$ cat src/rtl/svi_mux_pkg.sv
// Shared types and default sizes for the svi channel selector.
package svi_mux_pkg;

   // Arbitration mode: fixed channel index or rotating fair share.
   typedef enum logic {
      MODE_STATIC = 1'b0,
      MODE_RR     = 1'b1
   } mode_e;

   localparam int DEF_WIDTH = 8;
   localparam int DEF_N_CH  = 4;
   localparam int DEF_CNT_W = 16;

endpackage

$ cat src/rtl/svi_rr_arbiter.sv
// Round-robin arbiter: grants the first requester at or after ptr,
// wrapping modulo N_CH, and moves ptr past the winner when a grant is taken.
module svi_rr_arbiter
   import svi_mux_pkg::*;
#(
   parameter  int N_CH  = DEF_N_CH,
   localparam int SEL_W = $clog2(N_CH)
) (
   input  logic              i_clk,
   input  logic              i_rst,
   input  logic [N_CH-1:0]   i_req,
   input  logic              i_advance,
   input  logic              i_enable,
   output logic [N_CH-1:0]   o_grant_oh,
   output logic [SEL_W-1:0]  o_grant_idx,
   output logic              o_grant_vld
);

   logic [SEL_W-1:0] ptr_reg;
   logic [SEL_W-1:0] ptr_next;
   int               cand;
   logic [SEL_W-1:0] cand_idx;

   // Search from ptr upward with explicit wrap so non-power-of-2 counts work.
   always_comb begin
      o_grant_oh  = '0;
      o_grant_idx = '0;
      o_grant_vld = 1'b0;
      cand        = 0;
      cand_idx    = '0;
      if (i_enable) begin
         for (int i = 0; i < N_CH; i++) begin
            cand = int'(ptr_reg) + i;
            if (cand >= N_CH) begin
               cand = cand - N_CH;
            end
            cand_idx = SEL_W'(cand);
            if (!o_grant_vld && i_req[cand_idx]) begin
               o_grant_vld = 1'b1;
               o_grant_idx = cand_idx;
            end
         end
         if (o_grant_vld) begin
            o_grant_oh[o_grant_idx] = 1'b1;
         end
      end
   end

   // Next pointer is one past the winner; the top channel wraps back to zero.
   always_comb begin
      ptr_next = ptr_reg;
      if (i_enable && i_advance && o_grant_vld) begin
         ptr_next = (o_grant_idx == SEL_W'(N_CH - 1)) ? '0 : o_grant_idx + SEL_W'(1);
      end
   end

   // Pointer register; only moves on a taken round-robin grant.
   always_ff @(posedge i_clk) begin
      if (i_rst) begin
         ptr_reg <= '0;
      end else begin
         ptr_reg <= ptr_next;
      end
   end

endmodule

$ cat src/rtl/svi_mux_arb.sv
// N-channel selector with a single registered output stage, valid/ready on
// every side, static or round-robin channel choice, sticky bad-select flag
// and an output transfer counter.
module svi_mux_arb
   import svi_mux_pkg::*;
#(
   parameter  int WIDTH = DEF_WIDTH,
   parameter  int N_CH  = DEF_N_CH,
   parameter  int CNT_W = DEF_CNT_W,
   localparam int SEL_W = $clog2(N_CH)
) (
   input  logic                        i_clk,
   input  logic                        i_rst,
   input  logic [N_CH-1:0][WIDTH-1:0]  i_data,
   input  logic [N_CH-1:0]             i_valid,
   output logic [N_CH-1:0]             o_ready,
   input  mode_e                       i_mode,
   input  logic [SEL_W-1:0]            i_sel,
   output logic [WIDTH-1:0]            o_y,
   output logic [SEL_W-1:0]            o_ch,
   output logic                        o_valid,
   input  logic                        i_ready,
   output logic                        o_sel_err,
   output logic [CNT_W-1:0]            o_xfer_cnt
);

   localparam logic [SEL_W:0] N_CH_EXT = (SEL_W + 1)'(N_CH);

   logic [WIDTH-1:0] y_reg;
   logic [SEL_W-1:0] ch_reg;
   logic             valid_reg;
   logic             sel_err_reg;
   logic [CNT_W-1:0] cnt_reg;

   logic             sel_ok;
   logic [N_CH-1:0]  st_oh;
   logic [N_CH-1:0]  rr_oh;
   logic [SEL_W-1:0] rr_idx;
   logic             rr_vld;
   logic             is_rr;
   logic [N_CH-1:0]  grant_oh;
   logic [SEL_W-1:0] grant_idx;
   logic             grant_vld;
   logic             load;
   logic             take;

   assign is_rr  = (i_mode == MODE_RR);
   assign sel_ok = ({1'b0, i_sel} < N_CH_EXT);

   // Static path: a channel is granted only if the index exists and it is valid.
   generate
      for (genvar gi = 0; gi < N_CH; gi++) begin : g_static
         assign st_oh[gi] = sel_ok && (i_sel == SEL_W'(gi)) && i_valid[gi];
      end
   endgenerate

   svi_rr_arbiter #(.N_CH(N_CH)) u_rr (
      .i_clk       (i_clk),
      .i_rst       (i_rst),
      .i_req       (i_valid),
      .i_advance   (take),
      .i_enable    (is_rr),
      .o_grant_oh  (rr_oh),
      .o_grant_idx (rr_idx),
      .o_grant_vld (rr_vld)
   );

   assign grant_oh  = is_rr ? rr_oh  : st_oh;
   assign grant_idx = is_rr ? rr_idx : i_sel;
   assign grant_vld = is_rr ? rr_vld : (|st_oh);

   // Single output register without a skid slot: it accepts whenever it is
   // empty or being drained this cycle, so ready depends on i_ready directly.
   assign load    = !valid_reg || i_ready;
   assign take    = load && grant_vld && !i_rst;
   assign o_ready = (load && !i_rst) ? grant_oh : '0;

   // Output stage: capture the granted channel, or empty out when nothing is granted.
   always_ff @(posedge i_clk) begin
      if (i_rst) begin
         y_reg     <= '0;
         ch_reg    <= '0;
         valid_reg <= 1'b0;
      end else if (load) begin
         if (take) begin
            y_reg     <= i_data[grant_idx];
            ch_reg    <= grant_idx;
            valid_reg <= 1'b1;
         end else begin
            valid_reg <= 1'b0;
         end
      end
   end

   // Sticky flag for a static select that names a channel that does not exist.
   always_ff @(posedge i_clk) begin
      if (i_rst) begin
         sel_err_reg <= 1'b0;
      end else if (!is_rr && !sel_ok) begin
         sel_err_reg <= 1'b1;
      end
   end

   // Count completed output handshakes, wrapping naturally.
   always_ff @(posedge i_clk) begin
      if (i_rst) begin
         cnt_reg <= '0;
      end else if (valid_reg && i_ready) begin
         cnt_reg <= cnt_reg + CNT_W'(1);
      end
   end

   assign o_y        = y_reg;
   assign o_ch       = ch_reg;
   assign o_valid    = valid_reg;
   assign o_sel_err  = sel_err_reg;
   assign o_xfer_cnt = cnt_reg;

endmodule
$ cat config.mk
export PLATFORM = sky130hd
export DESIGN_NAME = svi_mux_arb
export DESIGN_NICKNAME = d
export VERILOG_FILES = /design/src/rtl/svi_mux_pkg.sv /design/src/rtl/svi_rr_arbiter.sv /design/src/rtl/svi_mux_arb.sv
export SDC_FILE = /design/constraint.sdc
export NUM_CORES = 1
export LEC_CHECK = 0
export CORE_ASPECT_RATIO = 0.5
export CORE_MARGIN = 2
export CORE_UTILIZATION = 46
export DETAILED_ROUTE_END_ITERATION = 7
export PLACE_DENSITY = 0.95
export SYNTH_ARGS = -nofsm -noshare
export SYNTH_HDL_FRONTEND = slang
export SYNTH_SLANG_ARGS = --single-unit
$ cat constraint.sdc
create_clock -name i_clk -period 5.76 [get_ports i_clk]
set_clock_uncertainty 0.2 [all_clocks]
set_input_delay 0.576 -clock i_clk [delete_from_list [all_inputs] [get_ports i_clk]]
set_output_delay 0.576 -clock i_clk [all_outputs]
set_load 0.01 [all_outputs]
==> results_dict.tcl <==
set metrics [dict create \
    cts_setup_buffers 0 \
    yosys.area.top_type "dfxtp_1" \
    stdcell_area_sq_um 2600 \
    routed_wl_microns 5080 \
    largest_reg_flops 16 \
    dp_hpwl_microns 3680 \
    synth_top_family_by_area "simple AND/OR/NAND/NOR gates" \
    grt.overflow.total 0 \
    clk_pin_slew_ns 0.07 \
    leakagePower_uw 0.000954 \
    layout_min_cycle_time_ns 3.66 \
    grt_pass1_wl_microns 7850 \
    synth_seq_area_share_pct 32.7 \
    slew_violations 0 \
    end_kind "output port" \
    h-tree-depth 2 \
    via_per_inst 5.57 \
    gp_congestion 0.800 \
    run_status "completed" \
    synth_seq_cells 29 \
    num_vias 1867 \
    stdcell_count 335 \
    synth_compound_area_share_pct 21.8 \
    muxShareOfSynthArea_pct 5.64 \
    diodes 0 \
    finalCritPeriodShare_pct 63.5 \
    required_ns 4.98 \
    die_w_microns 91.9 \
    core_sq_um 3570 \
    fillers 274 \
    synth-simple-area-share_pct 25.0 \
    grt_max_degree 32 \
    netlist_instances 219 \
    syn_area_sq_um 1780 \
    synth_area_leaders "dfxtp_1 33%, xor2_1 6.9%, nor2_1 6.1%, mux2i_1 5.6%, a2111oi_0 4.9%" \
    clkPwrFrac_pct 37.5 \
    clockRootBuffer "clkbuf_8" \
    power_density_nw_per_um2 226 \
    first_pass_iters 4 \
    clock.fmax_mhz 274 \
    setup.worst_path.class "in -> out" \
    clock_latency_ns 0.28 \
    p_switching_uw 160 \
    total_power_uw 588 \
    drt_iter0_drc 146 \
    cts_tree "done" \
    fin_nets 326 \
    die_area_sq_um 4400 \
    placed_cells 327 \
    grt_use_total_pct 23.3 \
    synthDistinctLibCells 41 \
    syn_nets 262 \
    fin_util_pct 72.9 \
    numPortBuffers 72 \
    synth_flop_cell "dfxtp_1" \
    synthXorXnorAreaFrac_pct 7.89 \
    synth_edf_count 0 \
    power_frac_comb_pct 24.9 \
    maxCapViolCount 0 \
    area_delta_synth_final_pct 46.4 \
    die_y_microns 47.9 \
    min_path_type "reg -> reg" \
    swShare_pct 27.2 \
    clock_path_buffers 2 \
    hold_buffers 0 \
    post_synth.cell_area_avg_sq_um 8.11 \
    yosysTopAreaCellShare_pct 32.7 \
    pin_count 74 \
    antenna_found_initial 0 \
    p_int_uw 428 \
    critPathMaxFanout 31 \
    hold_viol 0 \
    ys_warn_count 0 \
    setup_viol 0 \
    place_area_sq_um 2480 \
    cts_made_buffers 5 \
    cts-resized-gates 0 \
    rsz0062_at_grt "no" \
    synth_fa_ha_area_share_pct 0.705 \
    start_util_pct 49.8 \
    max_slew.worst_pin.slew_ns 0.986 \
    wire_per_inst_microns 15.2 \
    synth_common_cells "29 x dfxtp_1, 29 x nor2_1, 20 x nand2_1, 14 x xor2_1, 12 x nand2b_1" \
    rows 15 \
    synth-async-reset-ratio_pct 0 \
    slew_headroom_pct 34.1 \
    seqPwrFrac_pct 37.6 \
    drive_gt1_share_pct 3.87 \
    critical_path_arrival_ns 2.88 \
    postRouteAntennaNets 0 \
    setup-tns-final_ns 0 \
    clock-sinks 29 \
    irDropWorstVdd_uv 131 \
    cp-start-kind "primary input" \
    grt_pass1_vias 1745 \
    drc_errors 0 \
]
[through the flow]
step                      hold slack, ns  setup slack, ns
final                              0.261             2.10
after global routing               0.288             1.94
after CTS                          0.263             2.08
after detailed placement           0.252             2.13
after global placement             0.251             2.20
after floorplan                    0.263             3.16
[layout make-up]
cell class | instances | area (sq um) | area share (%)
sequential | 29 | 581 | 22.3
multi-input combinational | 168 | 1090 | 41.9
clock buffer | 6 | 82.6 | 3.18
clock inverter | 2 | 37.5 | 1.44
tap | 51 | 63.8 | 2.45
timing repair buffer | 72 | 721 | 27.7
inverter | 7 | 26.3 | 1.01
[routing by layer]
metal  track usage [%]  vias up  part of all wire [%]  routed length (microns)
met2              46.8       75                    52                     2650
met1              25.1      867                    40                     2020
li1                  -      917                     -                        -
met3              6.61        8                   6.7                      341
met5                 0        -                     0                        0
met4              8.06        0                   1.5                       74
[path summary, 6_finish.rpt]
check             startpoint  slack, ns  cells past startpoint    endpoint
min                  o_ch[0]       0.26                      2     o_ch[0]
max reg2reg  u_rr.ptr_reg[0]       3.04                      5      o_y[2]
max                    i_rst       2.10                      4  o_ready[2]
min reg2reg          o_ch[0]       0.26                      2     o_ch[0]
[cells by family after synthesis]
kind of cell | Yosys count
AO/OA/AOI/OAI | 48
XOR/XNOR | 16
adder cells (fa/ha/maj) | 1
buffers and inverters | 22
flip-flops | 29
multiplexers | 10
other | 1
AND/OR/NAND/NOR | 92
[layout by cell type (no fill, tap or decap), types with 2 or more instances in the layout]
master and instances:
o31ai_1 3, xnor2_1 2, clkdlybuf4s50_1 72, nor2b_1 6
nor2_1 29, mux2i_1 10, o221ai_1 3, o21ai_0 3
and3_1 5, nand2_1 20, a21oi_1 4, a2111oi_0 10
clkbuf_8 6, nand4_1 4, xor2_1 14, nand2b_1 12
a211oi_1 2, nand3_1 8, dfxtp_1 29, or4_1 2
nor3_1 3, a31oi_1 10, o211ai_1 2, inv_1 7
and2_1 2
[critical path: stages]
cell and delay, ns:
clkdlybuf4s50_1 0.92, nand2b_1 0.58, nor2_1 0.22, clkdlybuf4s50_1 0.58
[power by group through the flow]
stage / registers, uW / logic (uW) / clock network, uW
after CTS: 220 / 146 / 224
after global routing: 221 / 160 / 233
after detailed placement: 225 / 144 / 0
after floorplan: 227 / 79.8 / 0
after global placement: 224 / 139 / 0
final: 221 / 146 / 221
No activity file was read; power rests on OpenSTA's default activity.
